File: config.mk
export PLATFORM = sky130hd
export DESIGN_NAME = axi4l_burst_writer
export DESIGN_NICKNAME = d
export VERILOG_FILES = /design/src/rtl/axi4l_pkg.sv /design/src/rtl/axi4l_burst_writer_beat_counter.sv /design/src/rtl/axi4l_burst_writer.sv
export SDC_FILE = /design/constraint.sdc
export NUM_CORES = 1
export LEC_CHECK = 0
export ABC_AREA = 1
export CAP_MARGIN = 25
export CORE_MARGIN = 2
export CORE_UTILIZATION = 45
export DETAILED_ROUTE_END_ITERATION = 10
export GPL_TIMING_DRIVEN = 0
export HOLD_SLACK_MARGIN = 0.05
export PLACE_DENSITY = 0.79
export SLEW_MARGIN = 20
export SYNTH_ARGS = -nofsm -noshare
export SYNTH_HDL_FRONTEND = slang
export SYNTH_HIERARCHICAL = 1
export SYNTH_SLANG_ARGS = --single-unit
File: constraint.sdc
create_clock -name clk -period 3.35 [get_ports clk]
set_input_delay 0.5025 -clock clk [delete_from_list [all_inputs] [get_ports clk]]
set_output_delay 0.5025 -clock clk [all_outputs]
set_load 0.01 [all_outputs]
File: src/rtl/axi4l_pkg.sv
// Shared types and constants for the AXI4-Lite burst write initiator.
package axi4l_pkg;

  typedef enum logic [1:0] {
    OKAY   = 2'b00,
    EXOKAY = 2'b01,
    SLVERR = 2'b10,
    DECERR = 2'b11
  } resp_t;

  typedef enum logic [1:0] {
    IDLE  = 2'b00,
    FETCH = 2'b01,
    SEND  = 2'b10,
    RESP  = 2'b11
  } wr_state_t;

  // Wide enough for a 64-bit data bus; narrower buses take the low bits.
  localparam logic [7:0] STRB_ALL = 8'hFF;

  function automatic logic resp_is_error(input resp_t resp);
    return (resp != OKAY);
  endfunction

endpackage

File: src/rtl/axi4l_burst_writer_beat_counter.sv
// Beat counter for the burst writer: clear, increment and last-beat flag.
module beat_counter #(
  parameter int BEATS = 16,
  localparam int CW   = $clog2(BEATS)
) (
  input  logic clk,
  input  logic arstn,
  input  logic clr,
  input  logic inc,
  output logic last
);

  logic [CW-1:0] count_r;

  // Beat index register; clear wins over increment.
  always_ff @(posedge clk or negedge arstn) begin
    if (!arstn) begin
      count_r <= '0;
    end else if (clr) begin
      count_r <= '0;
    end else if (inc) begin
      count_r <= count_r + CW'(1);
    end else begin
      count_r <= count_r;
    end
  end

  assign last = (count_r == CW'(BEATS - 1));

endmodule

File: src/rtl/axi4l_burst_writer.sv
// AXI4-Lite burst write initiator: fetches BEATS words and writes them to incrementing addresses.
// Optional macro AXI4L_ABORT_ON_ERROR_EN ends the burst on the first non-OKAY response.
module axi4l_burst_writer
  import axi4l_pkg::*;
#(
  parameter int ADDR_WIDTH = 32,
  parameter int DATA_WIDTH = 32,
  parameter int BEATS      = 16
) (
  input  logic                    clk,
  input  logic                    arstn,
  input  logic                    i_start,
  input  logic [ADDR_WIDTH-1:0]   i_base_addr,
  input  logic [DATA_WIDTH-1:0]   i_data,
  input  logic                    i_data_valid,
  output logic                    o_data_ready,
  output logic [ADDR_WIDTH-1:0]   o_awaddr,
  output logic                    o_awvalid,
  input  logic                    i_awready,
  output logic [DATA_WIDTH-1:0]   o_wdata,
  output logic [DATA_WIDTH/8-1:0] o_wstrb,
  output logic                    o_wvalid,
  input  logic                    i_wready,
  input  logic [1:0]              i_bresp,
  input  logic                    i_bvalid,
  output logic                    o_bready,
  output logic                    o_busy,
  output logic                    o_done,
  output logic                    o_error
);

  localparam int                    STRB_W    = DATA_WIDTH / 8;
  localparam logic [ADDR_WIDTH-1:0] ADDR_STEP = ADDR_WIDTH'(STRB_W);

  wr_state_t             state_r;
  wr_state_t             state_s;
  logic [ADDR_WIDTH-1:0] addr_r;
  logic [DATA_WIDTH-1:0] wdata_r;
  logic                  aw_pend_r;
  logic                  w_pend_r;
  logic                  error_r;
  logic                  done_r;

  logic start_s;
  logic data_hs_s;
  logic aw_hs_s;
  logic w_hs_s;
  logic send_done_s;
  logic b_hs_s;
  logic bresp_err_s;
  logic finish_s;
  logic beat_inc_s;
  logic last_beat_s;

  assign start_s     = (state_r == IDLE) && i_start;
  assign data_hs_s   = (state_r == FETCH) && i_data_valid;
  assign aw_hs_s     = aw_pend_r && i_awready;
  assign w_hs_s      = w_pend_r && i_wready;
  // Each channel is done once its own handshake has happened, now or earlier.
  assign send_done_s = (state_r == SEND) && (!aw_pend_r || i_awready) && (!w_pend_r || i_wready);
  assign b_hs_s      = (state_r == RESP) && i_bvalid;
  assign bresp_err_s = resp_is_error(resp_t'(i_bresp));
`ifdef AXI4L_ABORT_ON_ERROR_EN
  assign finish_s    = b_hs_s && (last_beat_s || bresp_err_s);
`else
  assign finish_s    = b_hs_s && last_beat_s;
`endif
  assign beat_inc_s  = b_hs_s && !finish_s;

  beat_counter #(
    .BEATS (BEATS)
  ) u_beat_counter (
    .clk   (clk),
    .arstn (arstn),
    .clr   (start_s),
    .inc   (beat_inc_s),
    .last  (last_beat_s)
  );

  // FSM state register.
  always_ff @(posedge clk or negedge arstn) begin
    if (!arstn) begin
      state_r <= IDLE;
    end else begin
      state_r <= state_s;
    end
  end

  // Next-state logic.
  always_comb begin
    state_s = state_r;
    case (state_r)
      IDLE:    if (i_start) state_s = FETCH; else state_s = IDLE;
      FETCH:   if (i_data_valid) state_s = SEND; else state_s = FETCH;
      SEND:    if (send_done_s) state_s = RESP; else state_s = SEND;
      RESP: begin
        if (finish_s) begin
          state_s = IDLE;
        end else if (b_hs_s) begin
          state_s = FETCH;
        end else begin
          state_s = RESP;
        end
      end
      default: state_s = IDLE;
    endcase
  end

  // Datapath: write address, write data and per-channel valid flags.
  always_ff @(posedge clk or negedge arstn) begin
    if (!arstn) begin
      addr_r    <= '0;
      wdata_r   <= '0;
      aw_pend_r <= 1'b0;
      w_pend_r  <= 1'b0;
    end else begin
      if (start_s) begin
        addr_r <= i_base_addr;
      end else if (beat_inc_s) begin
        addr_r <= addr_r + ADDR_STEP;
      end else begin
        addr_r <= addr_r;
      end
      if (data_hs_s) begin
        wdata_r <= i_data;
      end else begin
        wdata_r <= wdata_r;
      end
      if (data_hs_s) begin
        aw_pend_r <= 1'b1;
        w_pend_r  <= 1'b1;
      end else begin
        aw_pend_r <= aw_pend_r && !aw_hs_s;
        w_pend_r  <= w_pend_r && !w_hs_s;
      end
    end
  end

  // Sticky error flag and completion pulse.
  always_ff @(posedge clk or negedge arstn) begin
    if (!arstn) begin
      error_r <= 1'b0;
      done_r  <= 1'b0;
    end else begin
      if (start_s) begin
        error_r <= 1'b0;
      end else if (b_hs_s && bresp_err_s) begin
        error_r <= 1'b1;
      end else begin
        error_r <= error_r;
      end
      done_r <= finish_s;
    end
  end

  assign o_data_ready = (state_r == FETCH);
  assign o_awaddr     = addr_r;
  assign o_awvalid    = aw_pend_r;
  assign o_wdata      = wdata_r;
  assign o_wstrb      = STRB_ALL[STRB_W-1:0];
  assign o_wvalid     = w_pend_r;
  assign o_bready     = (state_r == RESP);
  assign o_busy       = (state_r != IDLE);
  assign o_done       = done_r;
  assign o_error      = error_r;

endmodule

After elaboration in Yosys (flattened, before gate mapping)
Index checks and enable logic that the tools add are counted.
{"block": "op_classes", "addsub": 2, "n_eq_ne": 4, "n_mux": 14, "reduce_logical": 24}
{"operator": "two-way mux 32 bit", "count": 2}
{"operator": "adder 32 x 3 -> 32 bit (second input constant)", "count": 1}
{"operator": "logical AND 1 bit", "count": 12}
{"operator": "two-way mux 4 bit", "count": 2}
{"operator": "case mux 2 bit (4 select lines)", "count": 1}
{"operator": "nonzero test 2 bit", "count": 4}
{"operator": "two-way mux 1 bit", "count": 6}
{"operator": "two-way mux 2 bit", "count": 3}
{"operator": "zero test 1 bit", "count": 5}
{"operator": "adder 4 x 1 -> 4 bit (second input constant)", "count": 1}
{"operator": "equality test 2 bit (second input constant)", "count": 2}
{"operator": "equality test 4 bit (second input constant)", "count": 1}
{"operator": "equality test 2 x 1 -> 1 bit (second input constant)", "count": 1}
{"operator": "zero test 2 bit", "count": 1}
{"operator": "logical OR 1 bit", "count": 2}
{"block": "totals", "regBits": 74, "wordCells": 52}

Longest topological paths before layout
Gate-level depths: netlist of run 1.
{"block": "logic_depth", "word_depth": 7, "mapped_depth": 11, "ltp_nobuf": 10}

Hierarchy
Netlist of run 1, hierarchy kept.
{"mod": "axi4l_burst_writer", "instances": 1, "cells_per_inst": 489, "area_each_um2": 3871.2, "seq_area_each_um2": 1751.7}
{"mod": "beat_counter", "instances": 1, "cells_per_inst": 26, "area_each_um2": 211.5, "seq_area_each_um2": 100.1}

Least setup slack after synthesis of run 1
OpenSTA, ideal clock, no wires.
{"block": "synth_path", "path_type": "register to register", "startpoint": "reg u_beat_counter.count_r[0]", "endpoint": "reg u_beat_counter.count_r[3]", "setup_time_ns": 0.119, "t_arrival_ns": 1.449, "required_ns": 3.231, "slack_ns": 1.782, "path_stages_with_launch": 11, "synth_period_minus_slack_ns": 1.568, "cell_sequence": "dfrtp_1 ha_1 nand2_1 nor2_1 nor2_1 buf_2 nor2_2 nor2_4 nand3_1 nand2_1 nor2_1"}
{"block": "synth_between", "elab_chain_len": 5}
{"element": "from (decl)", "line_no": "axi4l_burst_writer_beat_counter.sv:13", "text": "logic [CW-1:0] count_r;"}
{"element": "from (signal assigned)", "line_no": "axi4l_burst_writer_beat_counter.sv:22", "text": "count_r <= count_r + CW'(1);"}
{"element": "from (signal assigned)", "line_no": "axi4l_burst_writer_beat_counter.sv:24", "text": "count_r <= count_r;"}
{"element": "equality test 4 bit", "line_no": "axi4l_burst_writer_beat_counter.sv:28", "text": "assign last = (count_r == CW'(BEATS - 1));"}
{"element": "named net last_beat_s", "line_no": "axi4l_burst_writer.sv:53", "text": "logic last_beat_s;"}
{"element": "logical AND 1 bit", "line_no": "axi4l_burst_writer.sv:66", "text": "assign finish_s = b_hs_s && last_beat_s;"}
{"element": "zero test 1 bit", "line_no": "axi4l_burst_writer.sv:68", "text": "assign beat_inc_s = b_hs_s && !finish_s;"}
{"element": "logical AND 1 bit", "line_no": "axi4l_burst_writer.sv:68"}
{"element": "named net beat_inc_s", "line_no": "axi4l_burst_writer.sv:52", "text": "logic beat_inc_s;"}
{"element": "nonzero test 2 bit (no line)"}
The timed path passes the listed nets, and every way through them passes these cells. The select of a mux whose other input is x is not followed.
A chain may end at the register's enable or synchronous reset.

Worst setup path in the final report of run 1
{"block": "layout_path", "startpoint": "reg state_r[0]", "endpoint": "out o_data_ready"}
{"block": "layout_between", "elab_chain_len": 1}
{"element": "from (decl)", "line_no": "axi4l_burst_writer.sv:35", "text": "wr_state_t state_r;"}
{"element": "from (signal assigned)", "line_no": "axi4l_burst_writer.sv:85", "text": "state_r <= state_s;"}
{"element": "equality test 2 x 1 -> 1 bit", "line_no": "axi4l_burst_writer.sv:156", "text": "assign o_data_ready = (state_r == FETCH);"}
{"element": "to (decl)", "line_no": "axi4l_burst_writer.sv:16", "text": "output logic o_data_ready,"}
No other way between the ends.

==> key figures, run 1 <==
CTS
  • Post-CTS Setup Inserts: 0
  • Clock Root Buffer: clkbuf_8
  • Clk sinks: 74
  • TritonCTS clock tree: done
  • Max clock buf depth: 2
  • CTS buffer count: 9
  • Post-CTS sizing: 0
  • Reg clk slew, reported paths: ~0.08 ns
  • CTS H-tree lvls: 3
  • CTS Hold Buffers Added: 0
  • Worst skew pair latency: 0.35 ns

Global route
  • GRT Util Overall: 0.251
  • Vias in the first global route: about 4,100
  • Antenna violations before repair: 0
  • Pin count of the biggest net entering global routing: about 50
  • Grt ovf: 0
  • First-pass GRT wire length: just under 20 mm

Flow run
  • Max-cap viol count: 0

Logic synthesis
  • Top-count cell post-synth: nand2_1
  • Sequential share of the synthesized area: 0.454
  • Syn. warnings: 6
  • Primary FF master, synth: dfrtp_1
  • Avg Inst Size Synth: 7.93 um2
  • Yosys cell types: 34
  • Yosys reg bits: between 70 and 80
  • Asr flop ratio synth: 1.00
  • EDFF count, synth: 0
  • Post-synth top cells: nand2_1 (157), dfrtp_1 (74), inv_1 (59)
  • Mapped Area: between 4000 and 5000 um2
  • Area share of the largest cell type after synthesis: 0.454
  • Area leader, netlist: dfrtp_1
  • Mapped Cells: about 520
  • Main area contributors after synthesis: dfrtp_1 (45%), nand2_1 (14%), mux2_2 (8.3%), inv_1 (5.4%), nor2_1 (5.2%)

STA
  • Tmin final: ~2.1 ns
  • Slew margin rel.: 0.620
  • Clk_skew: roughly 0.0082 ns
  • Worst Tran Pin Value: approximately 0.57 ns
  • Endpoints failing hold: 0
  • Fmax: around 0.47 GHz
  • Unrepaired setup endpoints after global routing: false
  • Max Slew Vio Count: 0
  • Final setup violation count: 0
  • Final Cycle Share: 0.636
  • Final WS setup: ~1.2 ns

Route
  • DRC: 0
  • Routed length per placed instance: between 15 and 20 um
  • Via count: between 4,000 and 5,000
  • Post-route ant nets: 0
  • Via density: a little over 5
  • Routed WL: roughly 12 mm
  • First drt pass iteration count: 5
  • Detailed Route Iter0 Violations: around 170

Floorplanning
  • Die span in x: about 100 um
  • Initial core utilization: 0.466
  • Row count: 34
  • Die ar.: around 10000 um2
  • Core Box Area: 8760 um2
  • Chip Height: a little under 100 um
  • Io pins: approximately 150

Worst hold path
  • Worst hold path class: in -> async

Critical path
  • Reg2Reg Launch Point: state_r[1]
  • CP Launch Type: flip-flop
  • WS Path Type: reg -> out
  • Critical path startpoint: state_r[0]
  • CP Data Required Time: around 2.9 ns
  • Worst-path fanout max: 5
  • Critical Path AT: approximately 1.6 ns
  • CP Capture Type: output pin

Cells and area
  • Ant. Diodes: 0
  • Share of cells above drive strength 1: 0.117
  • Nets: around 750
  • Layout area overhead: 44.0%

Place
  • Post-Place Worst Slack: approximately 1.1 ns
  • HPWL Detailed: approximately 9 mm
  • Final GP Congestion: 0.960
  • IO Port Bufs: between 100 and 150

Pwr
  • Leakage Power: 2.76 nW
  • Pwr Total: roughly 5 mW
  • PwrDens: approximately 840 nW/um2
  • VDD IR max: around 0.50 mV

Outcome
  • Status: completed
==> registers in the layout, indices dropped and copies added (netlist names) <==
signal	count
u_beat_counter/count_r	4
o_wvalid	1
o_awaddr	32
o_wdata	32
state_r	2
o_done	1
o_awvalid	1
o_error	1
==> layer usage <==
metal	global-route usage	vias to the layer above	share of wire
met3	0.0935	26	0.11
met4	0.0811	0	0.021
met2	0.431	192	0.47
li1	-	1942	-
met1	0.291	1848	0.40
met5	0	-	0
==> final timing paths <==
path,end,slack [ns],cells past startpoint
worst max-delay path,o_data_ready,1.22,3
worst min register to register,o_awaddr[1],0.50,2
max in group asynchronous,o_wdata[29],2.72,2
worst max register to register,u_beat_counter/count_r[3],1.46,10
min in group clk,o_awaddr[1],0.50,2
worst min-delay path,o_awaddr[15],0.05,1
==> report_power, final <==
| group | internal (mW) | switching (mW) |
|---|---|---|
| Clock | 0.358 | 0.351 |
| Combinational | 1.33 | 1.24 |
| Sequential | 1.30 | 0.369 |
==> area by class of cell <==
type / instances / area (um2)
fillers: 752 / 2890
clock buffers: 10 / 138
inverters: 60 / 225
well taps: 108 / 135
clock inverters: 5 / 55.1
plain buffers: 20 / 160
multi-input cells: 364 / 1860
repair buffers: 144 / 1460
flip-flops and latches: 74 / 1850
==> metrics by stage <==
stage / instance area, um2 / instances / hold slack, ns / util / TNS [ns]
6_report: 5880 / 785 / 0.0527 / 0.671 / 0
5_1_grt: 5880 / 785 / 0.0690 / 0.671 / 0
4_1_cts: 5880 / 785 / 0.0509 / 0.671 / 0
3_5_place_dp: 5690 / 770 / 0.438 / 0.649 / 0
3_3_place_gp: 5660 / 769 / 0.466 / 0.646 / -62.04
2_1_floorplan: 4090 / 518 / 0.207 / - / 0
==> critical path, stage by stage, from the launching register on <==
cell             delay (ns)
dfrtp_1                0.43
inv_1                  0.09
nor2_2                 0.17
clkdlybuf4s50_1        0.59
==> layout by cell type (no fill, tap or decap), drive strengths merged <==
| cell | Yosys | layout |
|---|---|---|
| clkinvlp | 0 | 2 |
| a21oi | 10 | 10 |
| nor3 | 6 | 6 |
| xor2 | 1 | 1 |
| nand2 | 161 | 161 |
| nor2 | 62 | 62 |
| a31oi | 2 | 2 |
| clkdlybuf4s50 | 0 | 142 |
| and2 | 2 | 2 |
| o22ai | 3 | 3 |
| nand4 | 2 | 2 |
| clkbuf | 4 | 14 |
| conb | 1 | 4 |
| bufinv | 0 | 1 |
| buf | 16 | 18 |
| a211o | 1 | 1 |
| nand3b | 2 | 2 |
| inv | 60 | 60 |
| dfrtp | 74 | 74 |
| o21ai | 29 | 29 |
| clkinv | 0 | 2 |
| o2111ai | 1 | 1 |
| o211ai | 2 | 2 |
| a211oi | 3 | 3 |
| nand3 | 38 | 38 |
| mux2 | 32 | 32 |
| xnor2 | 1 | 1 |
| ha | 2 | 2 |
==> cell families (layout without fill, tap and decap cells) <==
logic type / Yosys count / after routing / synth area share
XOR/XNOR: 2 / 2 / 0.00429
adder cells (fa/ha/maj): 2 / 2 / 0.00613
other: 1 / 4 / 0.000919
multiplexers: 32 / 32 / 0.0901
buffers and inverters: 80 / 239 / 0.0944
AO/OA/AOI/OAI: 51 / 51 / 0.0690
flip-flops: 74 / 74 / 0.454
AND/OR/NAND/NOR: 273 / 273 / 0.282
(Power assumes the default switching activity.)
==> inputs of run 2 (changes only) <==
Clock period 3.35 ns to 2.1 ns, I/O delays scaled along.
==> run 2 against run 1 <==
Net effect: combinational power increased by 59%; worst setup slack got worse by 1.1 ns; clock power increased by 60%; clock skew about the same; critical path depth unchanged; utilization increased by 0.11 points; critical endpoint unchanged; highest routed layer unchanged; largest cell class unchanged; cell count increased by 0.13%; flip-flop and latch count unchanged; clock-buffer cell count unchanged.
==> key figures, run 2 (synthesis results as in run 1) <==
Global route
  • First-pass GRT wire length: around 20 mm
  • Grt ovf: 0
  • GRT Util Overall: 0.252
  • Pin count of the biggest net entering global routing: just over 50
  • Antenna violations before repair: 0
  • Vias in the first global route: 4,158

Floorplanning
  • Io pins: approximately 150
  • Chip Height: around 100 um
  • Core Box Area: 8760 um2
  • Initial core utilization: 0.466
  • Die span in x: around 99 um
  • Row count: 34
  • Die ar.: 9850 um2

STA
  • Worst Tran Pin Value: slightly below 0.6 ns
  • Unrepaired setup endpoints after global routing: false
  • Min Hold Slack: about 0.42 ns
  • Final Cycle Share: 0.924
  • Fmax: approximately 0.52 GHz
  • Endpoints failing hold: 0
  • Tmin final: ~1.9 ns
  • Fin Setup TNS: 0 ns
  • Final WS setup: about 0.16 ns
  • Clk_skew: roughly 0.008 ns
  • Slew margin rel.: 0.607
  • Final setup violation count: 0
  • Max Slew Vio Count: 0

Critical path
  • Reg2Reg Launch Point: state_r[1]
  • Worst-path fanout max: 5
  • Critical path startpoint: state_r[0]
  • FF-to-FF path depth: 10
  • WS Path Type: reg -> out
  • FF-to-FF setup slack: 0.23 ns
  • CP Launch Type: flip-flop
  • CP Data Required Time: 1.78 ns
  • CP Capture Type: output pin
  • Critical Path AT: approximately 1.6 ns
  • Reg-to-Reg End: u_beat_counter/count_r[3]

Place
  • Final GP Congestion: 0.960
  • Post-Place Worst Slack: 0.0625 ns
  • IO Port Bufs: between 100 and 150
  • HPWL Detailed: approximately 9.0 mm

Worst hold path
  • Worst hold path class: in -> async

Outcome
  • Status: completed

Pwr
  • VDD IR max: 0.791 mV
  • PwrDens: 1340 nW/um2
  • Leakage Power: 2.77 nW
  • Pwr Total: a little under 8 mW

Route
  • DRC: 0
  • Via density: 5.07
  • Post-route ant nets: 0
  • Routed length per placed instance: about 15 um
  • Routed WL: about 12 mm
  • Via count: 3,985
  • First drt pass iteration count: 4
  • Detailed Route Iter0 Violations: between 150 and 200

CTS
  • Clk sinks: 74
  • Post-CTS sizing: 0
  • CTS buffer count: 9
  • CTS H-tree lvls: 3
  • Reg clk slew, reported paths: approximately 0.080 ns
  • TritonCTS clock tree: done
  • Clock Root Buffer: clkbuf_8
  • Max clock buf depth: 2
  • Worst skew pair latency: approximately 0.35 ns

Cells and area
  • Ant. Diodes: 0
  • Commonest non-fill, non-tap cell in the layout: nand2_1
  • Share of cells above drive strength 1: 0.117
  • Fillcell total: approximately 750
  • Layout area overhead: 44.2%
  • Multi-input gate area: between 1500 and 2000 um2
  • Register area: 1850 um2
  • Nets: ~750
  • Post-layout util: 0.672
  • Commonest non-fill, non-tap cells in the layout: nand2_1 (157), clkdlybuf4s50_1 (142), dfrtp_1 (74)

Flow run
  • Max-cap viol count: 0
run 2: power by group:
part | switching, mW | internal (mW)
registers | 0.592 | 2.07
clock network | 0.557 | 0.571
logic | 1.97 | 2.12
total | 3.11 | 4.77
run 2: how the worst max path moves through the flow:
stage / endpoint / slack, ns / cells after the start
floorplan: u_beat_counter/count_r[3] / 0.53 / 10
global placement: o_wdata[9] / -1.91 / 1
detailed placement: u_beat_counter/count_r[3] / 0.06 / 10
CTS: o_data_ready / 0.14 / 3
global route: u_beat_counter/count_r[3] / 0.04 / 10
finish: o_data_ready / 0.16 / 3
run 2: critical path, cell delays in order, from the launching register on:
cell and delay [ns]:
dfrtp_1 0.43, inv_1 0.09, nor2_2 0.17, clkdlybuf4s50_1 0.59
run 2: per-layer routing:
metal	up-vias	GRT usage	routed length [um]
li1	1944	-	-
met4	0	0.0811	174
met5	-	0	0
met1	1864	0.291	4920
met3	16	0.0935	1190
met2	161	0.433	5720
run 2: per-stage QoR:
step           instance area [um2]  std cells
6_report                      5890        786
3_5_place_dp                  5690        770
5_1_grt                       5890        786
4_1_cts                       5890        786
2_1_floorplan                 4090        518
3_3_place_gp                  5660        769
run 2: final cells by class:
class / instances / share of cell area
multi-input cells: 364 / 0.315
flip-flops and latches: 74 / 0.314
repair buffers: 145 / 0.249
inverters: 60 / 0.0382
plain buffers: 20 / 0.0272
clock buffers: 10 / 0.0234
well taps: 108 / 0.0229
clock inverters: 5 / 0.00935
run 2: timing repair:
action	CTS	global route
buffers inserted	0	0
endpoints found under the setup margin	0	0
hold buffers	1	0
hold endpoints to repair	24	0
==> inputs of run 3 (changes only) <==
Settings changed: PLACE_DENSITY 0.79 to unset, PLACE_DENSITY_LB_ADDON set to 0.15.
==> run 3 against run 2 <==
Net effect: combinational power barely moved; clock skew rose by 0.0046 ns; flip-flop and latch count did not move; via count rose by 0.10%; critical path type unchanged.
==> key figures, run 3 (synthesis results as in run 1) <==
Global route
  • Grt ovf: 0
  • Grt peak-use layer: met2
  • Antenna violations before repair: 0
  • First-pass GRT wire length: slightly below 20 mm
  • M1 GR Usage: 0.282
  • Grt met2 use: 0.415
  • Pin count of the biggest net entering global routing: 46
  • Vias in the first global route: ~4,200
  • Met3 usage: 0.0843
  • GRT Util Overall: 0.245

CTS
  • Post-CTS sizing: 0
  • Reg clk slew, reported paths: 0.09 ns
  • CTS H-tree lvls: 3
  • CTS buffer count: 9
  • Worst skew pair latency: around 0.35 ns
  • Clock Root Buffer: clkbuf_8
  • Clk sinks: 74
  • TritonCTS clock tree: done
  • Max clock buf depth: 2

Critical path
  • CP Data Required Time: 1.78 ns
  • CP Launch Type: flip-flop
  • FF-to-FF setup slack: about 0.16 ns
  • WS Path Type: reg -> out
  • Reg-to-Reg End: o_awaddr[30]
  • FF-to-FF path depth: 10
  • CP Capture Type: output pin
  • Reg2Reg Launch Point: o_awaddr[3]
  • Worst-path fanout max: 5
  • Critical Path AT: approximately 1.6 ns

Route
  • Routed length per placed instance: ~15 um
  • Post-route ant nets: 0
  • Via count: about 4,000
  • Routed WL: around 11 mm
  • DRC: 0
  • Via density: 5.07
  • First drt pass iteration count: 4
  • Detailed Route Iter0 Violations: roughly 120

Pwr
  • VDD IR max: roughly 0.85 mV
  • Leakage Power: between 2 and 3 nW
  • PwrDens: roughly 1300 nW/um2
  • Pwr Total: 7.96 mW

Cells and area
  • Layout area overhead: 44.9%
  • Commonest non-fill, non-tap cell in the layout: nand2_1
  • Ant. Diodes: 0
  • Nets: around 750
  • Post-layout util: 0.675
  • Commonest non-fill, non-tap cells in the layout: nand2_1 (157), clkdlybuf4s50_1 (142), dfrtp_1 (74)
  • Share of cells above drive strength 1: 0.118

Worst hold path
  • Worst hold path class: in -> async

STA
  • Slew margin rel.: 0.661
  • Final setup violation count: 0
  • Final Cycle Share: 0.931
  • Clk_skew: approximately 0.012 ns
  • Endpoints failing hold: 0
  • Fmax: 0.511 GHz
  • Worst Tran Pin Value: 0.508 ns
  • Min Hold Slack: roughly 0.44 ns
  • Tmin final: slightly below 2 ns
  • Unrepaired setup endpoints after global routing: true
  • Fin Setup TNS: 0 ns
  • Final WS setup: ~0.14 ns
  • Max Slew Vio Count: 0

Floorplanning
  • Io pins: 148
  • Initial core utilization: 0.466
  • Die ar.: 9850 um2
  • Die span in x: 99.3 um
  • Row count: 34
  • Chip Height: 99.3 um
  • Core Box Area: between 8000 and 9000 um2

Place
  • Final GP Congestion: ~0.91
  • IO Port Bufs: roughly 140
  • Post-Place Worst Slack: roughly 0.019 ns
  • HPWL Detailed: 8.60 mm

Outcome
  • Status: completed

Flow run
  • Max-cap viol count: 0
-- run 3: cell types whose count changed in the layout (fill, tap and decap cells not counted) --
cell        delta
clkbuf_8       +2
clkinv_2       -2
clkinvlp_4     -2
inv_6          +2
clkinv_4       +1
-- run 3: timing repair --
| action | 4_1_cts | 5_1_grt |
|---|---|---|
| setup endpoints to repair | 0 | 2 |
| endpoints found under the hold margin | 29 | 0 |
| buffers inserted | 0 | 0 |
| hold buffers | 1 | 0 |
-- run 3: area by class of cell --
type | instances | area [um2]
buffer | 20 | 160
clock inverter | 4 | 56.3
multi-input combinational | 364 | 1860
fill | 760 | 2850
clock buffer | 12 | 165
tap | 108 | 135
sequential | 74 | 1850
timing repair buffer | 145 | 1470
inverter | 60 | 225
-- run 3: worst max-delay path by stage --
stage / start / to / slack (ns) / cells after the start
floorplan: u_beat_counter/count_r[0] / u_beat_counter/count_r[3] / 0.53 / 10
global route: o_awaddr[3] / o_awaddr[22] / -0.006 / 10
CTS: state_r[0] / o_data_ready / 0.13 / 3
finish: state_r[0] / o_data_ready / 0.14 / 3
global placement: arstn / o_wdata[10] / -1.97 / 1
detailed placement: i_start / u_beat_counter/count_r[3] / 0.02 / 10
-- run 3: worst max-delay path: stages, from the launching register on --
cell,delay (ns)
dfrtp_1,0.45
inv_1,0.09
nor2_2,0.17
clkdlybuf4s50_1,0.59
-- run 3: through the flow --
| stage | std cells | instance area [um2] |
|---|---|---|
| 2_1_floorplan | 518 | 4090 |
| 3_3_place_gp | 769 | 5660 |
| 3_5_place_dp | 770 | 5690 |
| 4_1_cts | 787 | 5920 |
| 5_1_grt | 787 | 5920 |
| 6_report | 787 | 5920 |
-- run 3: layer usage --
metal | routed length, um | vias up
met5 | 0 | -
met4 | 286 | 0
met3 | 1180 | 28
met2 | 5600 | 173
met1 | 4430 | 1844
li1 | - | 1944
-- run 3: report_power, final --
part / internal [mW] / switching (mW)
logic: 2.12 / 1.95
registers: 2.07 / 0.563
clock network: 0.658 / 0.587
total: 4.86 / 3.10
